===== src/rtl/sdr_wb_arb_pkg.sv =====
// Shared types and constants for the two-master SDRAM Wishbone arbiter.
package sdr_wb_arb_pkg;

    localparam int NUM_MASTERS = 2;
    localparam int WDOG_W      = 8;

    typedef enum logic [1:0] {
        IDLE = 2'd0,
        BUSY = 2'd1,
        ERR  = 2'd2
    } arb_state_t;

endpackage


===== src/rtl/sdr_wb_rr_pick.sv =====
// Round-robin pick between two requesters: on contention the master that was not served last wins.
module sdr_wb_rr_pick
    import sdr_wb_arb_pkg::*;
(
    input  logic [NUM_MASTERS-1:0] request,
    input  logic                   lst,
    output logic [NUM_MASTERS-1:0] pick
);

    always_comb begin
        pick = '0;
        if (request == 2'b11) begin
            pick = lst ? 2'b01 : 2'b10;
        end else begin
            pick = request;
        end
    end

endmodule


===== src/rtl/sdr_wb_arbiter.sv =====
// Two-master Wishbone arbiter in front of the SDRAM controller slave port.
// Optional bus watchdog enabled by defining SDR_WB_ARB_TIMEOUT_EN.
module sdr_wb_arbiter
    import sdr_wb_arb_pkg::*;
#(
    parameter int AW          = 26,
    parameter int DW          = 32,
    parameter int TIMEOUT_CYC = 255
) (
    input  logic                     wb_clk_i,
    input  logic                     wb_rst_i,
    input  logic [NUM_MASTERS-1:0]   m_cyc_i,
    input  logic [NUM_MASTERS-1:0]   m_stb_i,
    input  logic [NUM_MASTERS-1:0]   m_we_i,
    input  logic [2*(DW/8)-1:0]      m_sel_i,
    input  logic [2*AW-1:0]          m_adr_i,
    input  logic [2*DW-1:0]          m_dat_i,
    output logic [NUM_MASTERS-1:0]   m_ack_o,
    output logic [NUM_MASTERS-1:0]   m_err_o,
    output logic [DW-1:0]            m_dat_o,
    output logic                     s_cyc_o,
    output logic                     s_stb_o,
    output logic                     s_we_o,
    output logic [DW/8-1:0]          s_sel_o,
    output logic [AW-1:0]            s_adr_o,
    output logic [DW-1:0]            s_dat_o,
    input  logic                     s_ack_i,
    input  logic [DW-1:0]            s_dat_i
);

    localparam int SW = DW / 8;

    arb_state_t             state;
    logic [NUM_MASTERS-1:0] gnt;
    logic                   lst;
    logic [NUM_MASTERS-1:0] pick;
    logic                   busy;
    logic                   ack_ok;
    logic                   gnt_cyc;
    logic                   timeout;

    sdr_wb_rr_pick u_pick (
        .request (m_cyc_i),
        .lst     (lst),
        .pick    (pick)
    );

    assign busy    = (state == BUSY);
    assign gnt_cyc = |(m_cyc_i & gnt);

    // Slave-side signals derive from the async-reset state, so reset drops them immediately.
    always_comb begin
        s_cyc_o = busy;
        s_stb_o = busy & (gnt[1] ? m_stb_i[1] : m_stb_i[0]);
        s_we_o  = busy & (gnt[1] ? m_we_i[1]  : m_we_i[0]);
        s_sel_o = '0;
        s_adr_o = '0;
        s_dat_o = '0;
        if (busy) begin
            s_sel_o = gnt[1] ? m_sel_i[2*SW-1:SW] : m_sel_i[SW-1:0];
            s_adr_o = gnt[1] ? m_adr_i[2*AW-1:AW] : m_adr_i[AW-1:0];
            s_dat_o = gnt[1] ? m_dat_i[2*DW-1:DW] : m_dat_i[DW-1:0];
        end
    end

    assign ack_ok  = s_ack_i & s_stb_o;
    assign m_ack_o = gnt & {NUM_MASTERS{ack_ok}};
    assign m_dat_o = s_dat_i;

`ifdef SDR_WB_ARB_TIMEOUT_EN
    logic [WDOG_W-1:0] wdog;

    // Error fires in the stalled cycle that would bring the count to TIMEOUT_CYC.
    assign timeout = s_stb_o & ~s_ack_i & (wdog == WDOG_W'(TIMEOUT_CYC - 1));
    assign m_err_o = gnt & {NUM_MASTERS{timeout}};

    always_ff @(posedge wb_clk_i or posedge wb_rst_i) begin
        if (wb_rst_i) begin
            wdog <= '0;
        end else if (s_stb_o && !s_ack_i) begin
            wdog <= wdog + 1'b1;
        end else begin
            wdog <= '0;
        end
    end
`else
    assign timeout = 1'b0;
    assign m_err_o = '0;
`endif

    always_ff @(posedge wb_clk_i or posedge wb_rst_i) begin
        if (wb_rst_i) begin
            state <= IDLE;
            gnt   <= '0;
            lst   <= 1'b1;
        end else begin
            case (state)
                IDLE: begin
                    if (|m_cyc_i) begin
                        state <= BUSY;
                        gnt   <= pick;
                    end
                end
                BUSY: begin
                    if (!gnt_cyc) begin
                        state <= IDLE;
                        lst   <= gnt[1];
                        gnt   <= '0;
                    end else if (timeout) begin
                        state <= ERR;
                    end
                end
                ERR: begin
                    if (!gnt_cyc) begin
                        state <= IDLE;
                        lst   <= gnt[1];
                        gnt   <= '0;
                    end
                end
                default: begin
                    state <= IDLE;
                    gnt   <= '0;
                end
            endcase
        end
    end

endmodule


===== config.mk =====
export PLATFORM = sky130hd
export DESIGN_NAME = sdr_wb_arbiter
export DESIGN_NICKNAME = d
export VERILOG_FILES = /design/src/rtl/sdr_wb_arb_pkg.sv /design/src/rtl/sdr_wb_rr_pick.sv /design/src/rtl/sdr_wb_arbiter.sv
export SDC_FILE = /design/constraint.sdc
export NUM_CORES = 1
export LEC_CHECK = 0
export ABC_AREA = 1
export BUFFER_PORTS_ARGS = -buffer_cell sky130_fd_sc_hd__buf_2
export CAP_MARGIN = 20
export CORE_AREA = 2 2 103 105
export DETAILED_ROUTE_END_ITERATION = 8
export DIE_AREA = 0 0 105 107
export PLACE_DENSITY = 0.48
export RECOVER_POWER = 25
export SKIP_CTS_REPAIR_TIMING = 1
export SYNTH_ARGS = -nofsm -noshare
export SYNTH_HDL_FRONTEND = slang
export SYNTH_SLANG_ARGS = --single-unit

===== constraint.sdc =====
create_clock -name wb_clk_i -period 1.25 [get_ports wb_clk_i]
set_input_delay 0.0625 -clock wb_clk_i [delete_from_list [all_inputs] [get_ports wb_clk_i]]
set_output_delay 0.0625 -clock wb_clk_i [all_outputs]
set_load 0.02 [all_outputs]

==> results of run 1 <==
## state kept, by name, indices dropped and copies added (netlist names)
| register | flops |
|---|---|
| gnt | 2 |
| state | 1 |
| lst | 1 |
## synthesized netlist by cell type
cell type   n  area, um2
buf_1       1       3.75
inv_1       4       15.0
nand2_2     1       6.26
inv_4       1       6.26
a21oi_1     1       5.00
nand2_1    10       37.5
o21ai_0    56        280
clkbuf_1    4       15.0
nor2_2     40        250
buf_4      34        255
nand3_1     5       25.0
o21ai_1     9       45.0
buf_2      10       50.1
dfrtp_1     3       75.1
nor2_1     88        330
conb_1      1       3.75
dfstp_2     1       26.3
o211ai_1    1       7.51
buf_6       1       11.3
buf_8       5       75.1
## final cells by class
cell class,instances,area share
Tap cell,136,0.0618
Sequential cell,4,0.0377
Timing Repair Buffer,209,0.461
Clock buffer,4,0.0164
Multi-Input combinational cell,213,0.415
Inverter,5,0.00864
## power by group
part           switching [mW]  internal, mW  total (mW)  leakage, nW
Sequential             0.0817         0.206       0.287       0.0454
Combinational            3.61          2.25        5.86         1.37
Clock                  0.0760         0.219       0.295       0.0228
Total                    3.77          2.68        6.44         1.44
## layer usage
metal | routed length, um | part of all wire | global-route usage
met1 | 2380 | 0.36 | 0.111
met2 | 3590 | 0.55 | 0.215
met3 | 548 | 0.083 | 0.0286
met4 | 64 | 0.0097 | 0.0162
met5 | 0 | 0 | 0
## worst min path at each step
stage                 from     endpoint
2_1_floorplan     wb_rst_i       gnt[0]
3_5_place_dp      wb_rst_i       gnt[0]
3_3_place_gp      wb_rst_i       gnt[0]
5_1_grt        s_dat_i[17]  m_dat_o[17]
4_1_cts           wb_rst_i     state[0]
6_report        m_cyc_i[1]       gnt[1]
## logic make-up after synthesis
group | share of synthesized area
flip-flops | 0.0665
buffers and inverters | 0.283
AND/OR/NAND/NOR | 0.426
other | 0.00246
AO/OA/AOI/OAI | 0.222
## per-stage QoR
| stage | cells | TNS, ns |
|---|---|---|
| 2_1_floorplan | 277 | 0 |
| 3_3_place_gp | 565 | 0 |
| 3_5_place_dp | 565 | 0 |
| 4_1_cts | 569 | -9.72 |
| 5_1_grt | 571 | -11.07 |
| 6_report | 571 | -5.90 |
## worst reg2reg max path: cells and delay by family, from the launching register on
| family | cells | cell delay (ns) |
|---|---|---|
| buffers and inverters | 1 | 0.19 |
| and+or+nand+nor | 4 | 0.32 |
| DFF | 1 | 0.45 |
==> metrics.md, run 1 <==
| Metric | Value |
|---|---|
| Antenna Nets Post-Route | 0 |
| Area after DPL | 2520 um2 |
| CP Launch Type | register |
| Initial antenna violation count | 0 |
| Crit. End Element | output port |
| First-pass GRT wire length | 10.0 mm |
| Crit-path slowest cell | dfrtp_2 |
| Status | finished with violations |
| Largest net degree at the start of global routing | 46 |
| Std-Cell Rows | 37 |
| Initial Util | 0.151 |
| Hold Violations, Final | 0 |
| Final WS setup | -0.130 ns |
| DR vias/cell | 3.97 |
| CTS tree | done |
| Final core occ | 0.273 |
| Chip width | 105 um |
| I/O pins | 266 |
| DRC viols | 0 |
| Clock insertion delay at the later pin of the skew report | 0.22 ns |
| Vias in the first global route | 2,200 |
| Final setup vio count | 65 |
| 1st-pass router iterations | 4 |
| Post-synthesis sequential area ratio | 0.0665 |
| Max cap viols | 0 |
| Mapped Cells | 276 |
| Final Cycle Share | 1.10 |
| Post-Syn Area | 1520 um2 |
| Tmin final | 1.38 ns |
| Clock transition at the registers of the reported paths | 0.03 ns |
| RSZ-0062 raised after global routing | true |
| Setup slack at placement | 0.0289 ns |
| Max Clock Skew | 0.00259 ns |
| FF/Latch Area | 104 um2 |
| R2R depth | 5 |
| Req. time, crit path | 1.19 ns |
| CTS H-tree depth | 1 |
| Die Y | 107 um |
| Max Slew Vio Count | 0 |
| Synth cell types | 20 |
| Routability congestion estimate | 0.757 |
| CP Class | reg2out |
| Cell Pwr Density | 2340 nW/um2 |
| Static leakage | 1.44 nW |
| GRT Overall Usage | 0.107 |
| Hold Crit Class | in2reg |
| Violated checks | negative setup slack |
| Core area | 10,100 um2 |
| Synth Register Bits | 4 |
| CP peak stage delay | 0.45 ns |
| Worst-path cell chain | buf_12, o21ai_0, nor2_2, buf_2 |
| Leading cell type in the layout, fill and taps excluded | buf_2 |
| Post-route cell area | 2750 um2 |
| Synth warnings | 0 |
| Most frequent cells in the layout | 169 x buf_2, 83 x nor2_2, 42 x nor2_1 |
| Area Overhead vs Synth | 80.5% |
| Clock Sinks | 4 |
| Drt wl/cell | 11.5 um |
| FF-to-FF setup slack | 0.17 ns |
| WHS | 0.120 ns |
| Number of diodes | 0 |
| Ratio of cells with drive above 1 in the final layout | 0.703 |
| WHS Path Cells | 3 |
| Levels on crit path | 4 |
| Clock Tree Buf Depth | 2 |
| Capture point of the worst path | s_dat_o[14] |
| Clk root buf | clkbuf_8 |
| FMAX | 0.725 GHz |
| Die ar. | 11,200 um2 |
| Layout Nets | 601 |
| Post-Route WL | 6.58 mm |
| Global route overflow | 0 |
| Crit path max-delay family | flip-flops |
| Worst-path fanout max | 45 |
| Worst path bufs/invs | 2 |
| Cts bufs inserted | 3 |
| Capturing point of the worst reg2reg path | gnt[0] |
| DRT iter0 DRCs | 103 |
| Dpl hpwl | 5.39 mm |
| Number of buffers added on ports | 199 |
| Peak VDD IR | 0.855 mV |
| Area of the multi-input gates | 1140 um2 |
| Worst r2r src | gnt[1] |
| CP startpoint | gnt[1] |
| Fillers | 1,162 |
| Vias | 2,265 |
| Total power | 6.44 mW |
| Mean Syn Cell Area | 5.52 um2 |
| Crit path arrival time | 1.32 ns |
No activity file was read; power rests on OpenSTA's default activity.
==> run 2, diff against run 1 <==
--- a/config.mk
+++ b/config.mk
@@ -11,7 +11,7 @@
 export CORE_AREA = 2 2 103 105
 export DETAILED_ROUTE_END_ITERATION = 8
 export DIE_AREA = 0 0 105 107
-export PLACE_DENSITY = 0.48
+export PLACE_DENSITY_LB_ADDON = 0.1
 export RECOVER_POWER = 25
 export SKIP_CTS_REPAIR_TIMING = 1
 export SYNTH_ARGS = -nofsm -noshare
==> run 2 against run 1 <==
  * Critical path depth unchanged
  * Largest cell class unchanged
  * Via count rose by 1.2%
  * Global-route usage about the same
  * The flow still finishes with violations (negative setup slack)
  * Critical endpoint is now s_dat_o[19]
  * Hold slack better by 0.0048 ns
  * Non-clock buffer count rose by 3
  * Core utilization grew 1.2 points
  * Cell area rose by 4.5%
==> metrics.md, run 2 (same netlist as run 1, synthesis figures left out) <==
| Metric | Value |
|---|---|
| Die Y | 107 um |
| Most frequent cells in the layout | 142 x buf_2, 81 x nor2_2, 47 x nor2_1 |
| Die ar. | 11,200 um2 |
| Ratio of cells with drive above 1 in the final layout | 0.692 |
| Global route overflow | 0 |
| Vias in the first global route | 2,142 |
| Static leakage | 1.49 nW |
| Setup slack at placement | 0.0407 ns |
| Violated checks | negative setup slack |
| Total power | 6.95 mW |
| Hold Crit Class | in2out |
| Tmin final | 1.40 ns |
| Req. time, crit path | 1.19 ns |
| Layout Nets | 604 |
| CP Launch Type | register |
| Max Slew Vio Count | 0 |
| CP Class | reg2out |
| Crit. End Element | output port |
| Dpl hpwl | 5.29 mm |
| Chip width | 105 um |
| Clock insertion delay at the later pin of the skew report | 0.22 ns |
| Drt wl/cell | 11.9 um |
| Std-Cell Rows | 37 |
| CTS H-tree depth | 1 |
| R2R depth | 5 |
| Initial Util | 0.151 |
| Worst-path fanout max | 15 |
| FMAX | 0.714 GHz |
| DRC viols | 0 |
| Final WS setup | -0.151 ns |
| Worst r2r src | gnt[1] |
| WHS | 0.125 ns |
| Flip-flop count of the largest register after layout | 2 |
| DRT iter0 DRCs | 62 |
| Cell Pwr Density | 2420 nW/um2 |
| Clock transition at the registers of the reported paths | 0.03 ns |
| CP peak stage delay | 0.49 ns |
| Cts bufs inserted | 3 |
| GRT Overall Usage | 0.106 |
| Largest net degree at the start of global routing | 37 |
| Worst Hold Launch | s_dat_i[3] |
| Top reg by flops | gnt |
| Worst-path cell chain | buf_6, o21ai_0, nor2_2, buf_2 |
| Max cap viols | 0 |
| Peak VDD IR | 0.825 mV |
| Hold worst-path end | m_dat_o[3] |
| Number of diodes | 0 |
| 1st-pass router iterations | 4 |
| Core area | 10,100 um2 |
| Final Cycle Share | 1.12 |
| Clock Sinks | 4 |
| Capturing point of the worst reg2reg path | gnt[0] |
| Crit path max-delay family | flip-flops |
| Post-Route WL | 6.85 mm |
| Number of buffers added on ports | 199 |
| First-pass GRT wire length | 9.94 mm |
| WHS Path Cells | 0 |
| DR vias/cell | 3.99 |
| Crit-path slowest cell | dfrtp_2 |
| Fillers | 1,178 |
| Status | finished with violations |
| RSZ-0062 raised after global routing | true |
| Vias | 2,293 |
| Max Clock Skew | 0.00307 ns |
| Antenna Nets Post-Route | 0 |
| Crit path arrival time | 1.34 ns |
| Leading cell type in the layout, fill and taps excluded | buf_2 |
| Routability congestion estimate | 0.723 |
| FF-to-FF setup slack | 0.13 ns |
| Clk root buf | clkbuf_8 |
| Area Overhead vs Synth | 88.6% |
| Biggest regs | gnt (2), lst (1), state (1) |
| Hold Violations, Final | 0 |
| I/O pins | 266 |
| Worst path bufs/invs | 2 |
| CTS tree | done |
| Initial antenna violation count | 0 |
| Final setup vio count | 66 |
| Clock Tree Buf Depth | 2 |
run 2: per-stage QoR:
step | instance area [um2] | cells | util | TNS (ns)
2_1_floorplan | 1630 | 277 | - | 0
3_3_place_gp | 2520 | 567 | 0.250 | 0
3_5_place_dp | 2520 | 567 | 0.250 | 0
4_1_cts | 2570 | 571 | 0.255 | -9.56
5_1_grt | 2870 | 574 | 0.285 | -13.21
6_report | 2870 | 574 | 0.285 | -7.63
run 2: routing by layer:
| layer | GRT usage | share of wire |
|---|---|---|
| met1 | 0.117 | 0.37 |
| met2 | 0.207 | 0.54 |
| met3 | 0.0201 | 0.074 |
| met4 | 0.0305 | 0.017 |
| met5 | 0 | 0 |
run 2: final cells by class:
| type | instances | area, um2 | area share |
|---|---|---|---|
| repair buffers | 212 | 1420 | 0.494 |
| multi-input cells | 213 | 1110 | 0.386 |
| well taps | 136 | 170 | 0.0592 |
| flip-flops and latches | 4 | 104 | 0.0361 |
| clock buffers | 4 | 45.0 | 0.0157 |
| inverters | 5 | 26.3 | 0.00914 |
run 2: worst max path at each step:
stage | end | startpoint | slack (ns) | cells past startpoint
detailed placement | s_sel_o[3] | gnt[1] | 0.04 | 5
finish | s_dat_o[19] | gnt[1] | -0.15 | 4
global placement | s_sel_o[3] | gnt[1] | 0.05 | 5
CTS | s_sel_o[3] | gnt[1] | -0.20 | 5
global route | s_adr_o[9] | gnt[1] | -0.26 | 5
floorplan | m_ack_o[0] | gnt[1] | 0.02 | 7
run 2: power by group:
part | internal [mW] | switching, mW | total (mW)
registers | 0.205 | 0.101 | 0.306
clock network | 0.218 | 0.0649 | 0.282
logic | 2.67 | 3.70 | 6.37
total | 3.09 | 3.86 | 6.95
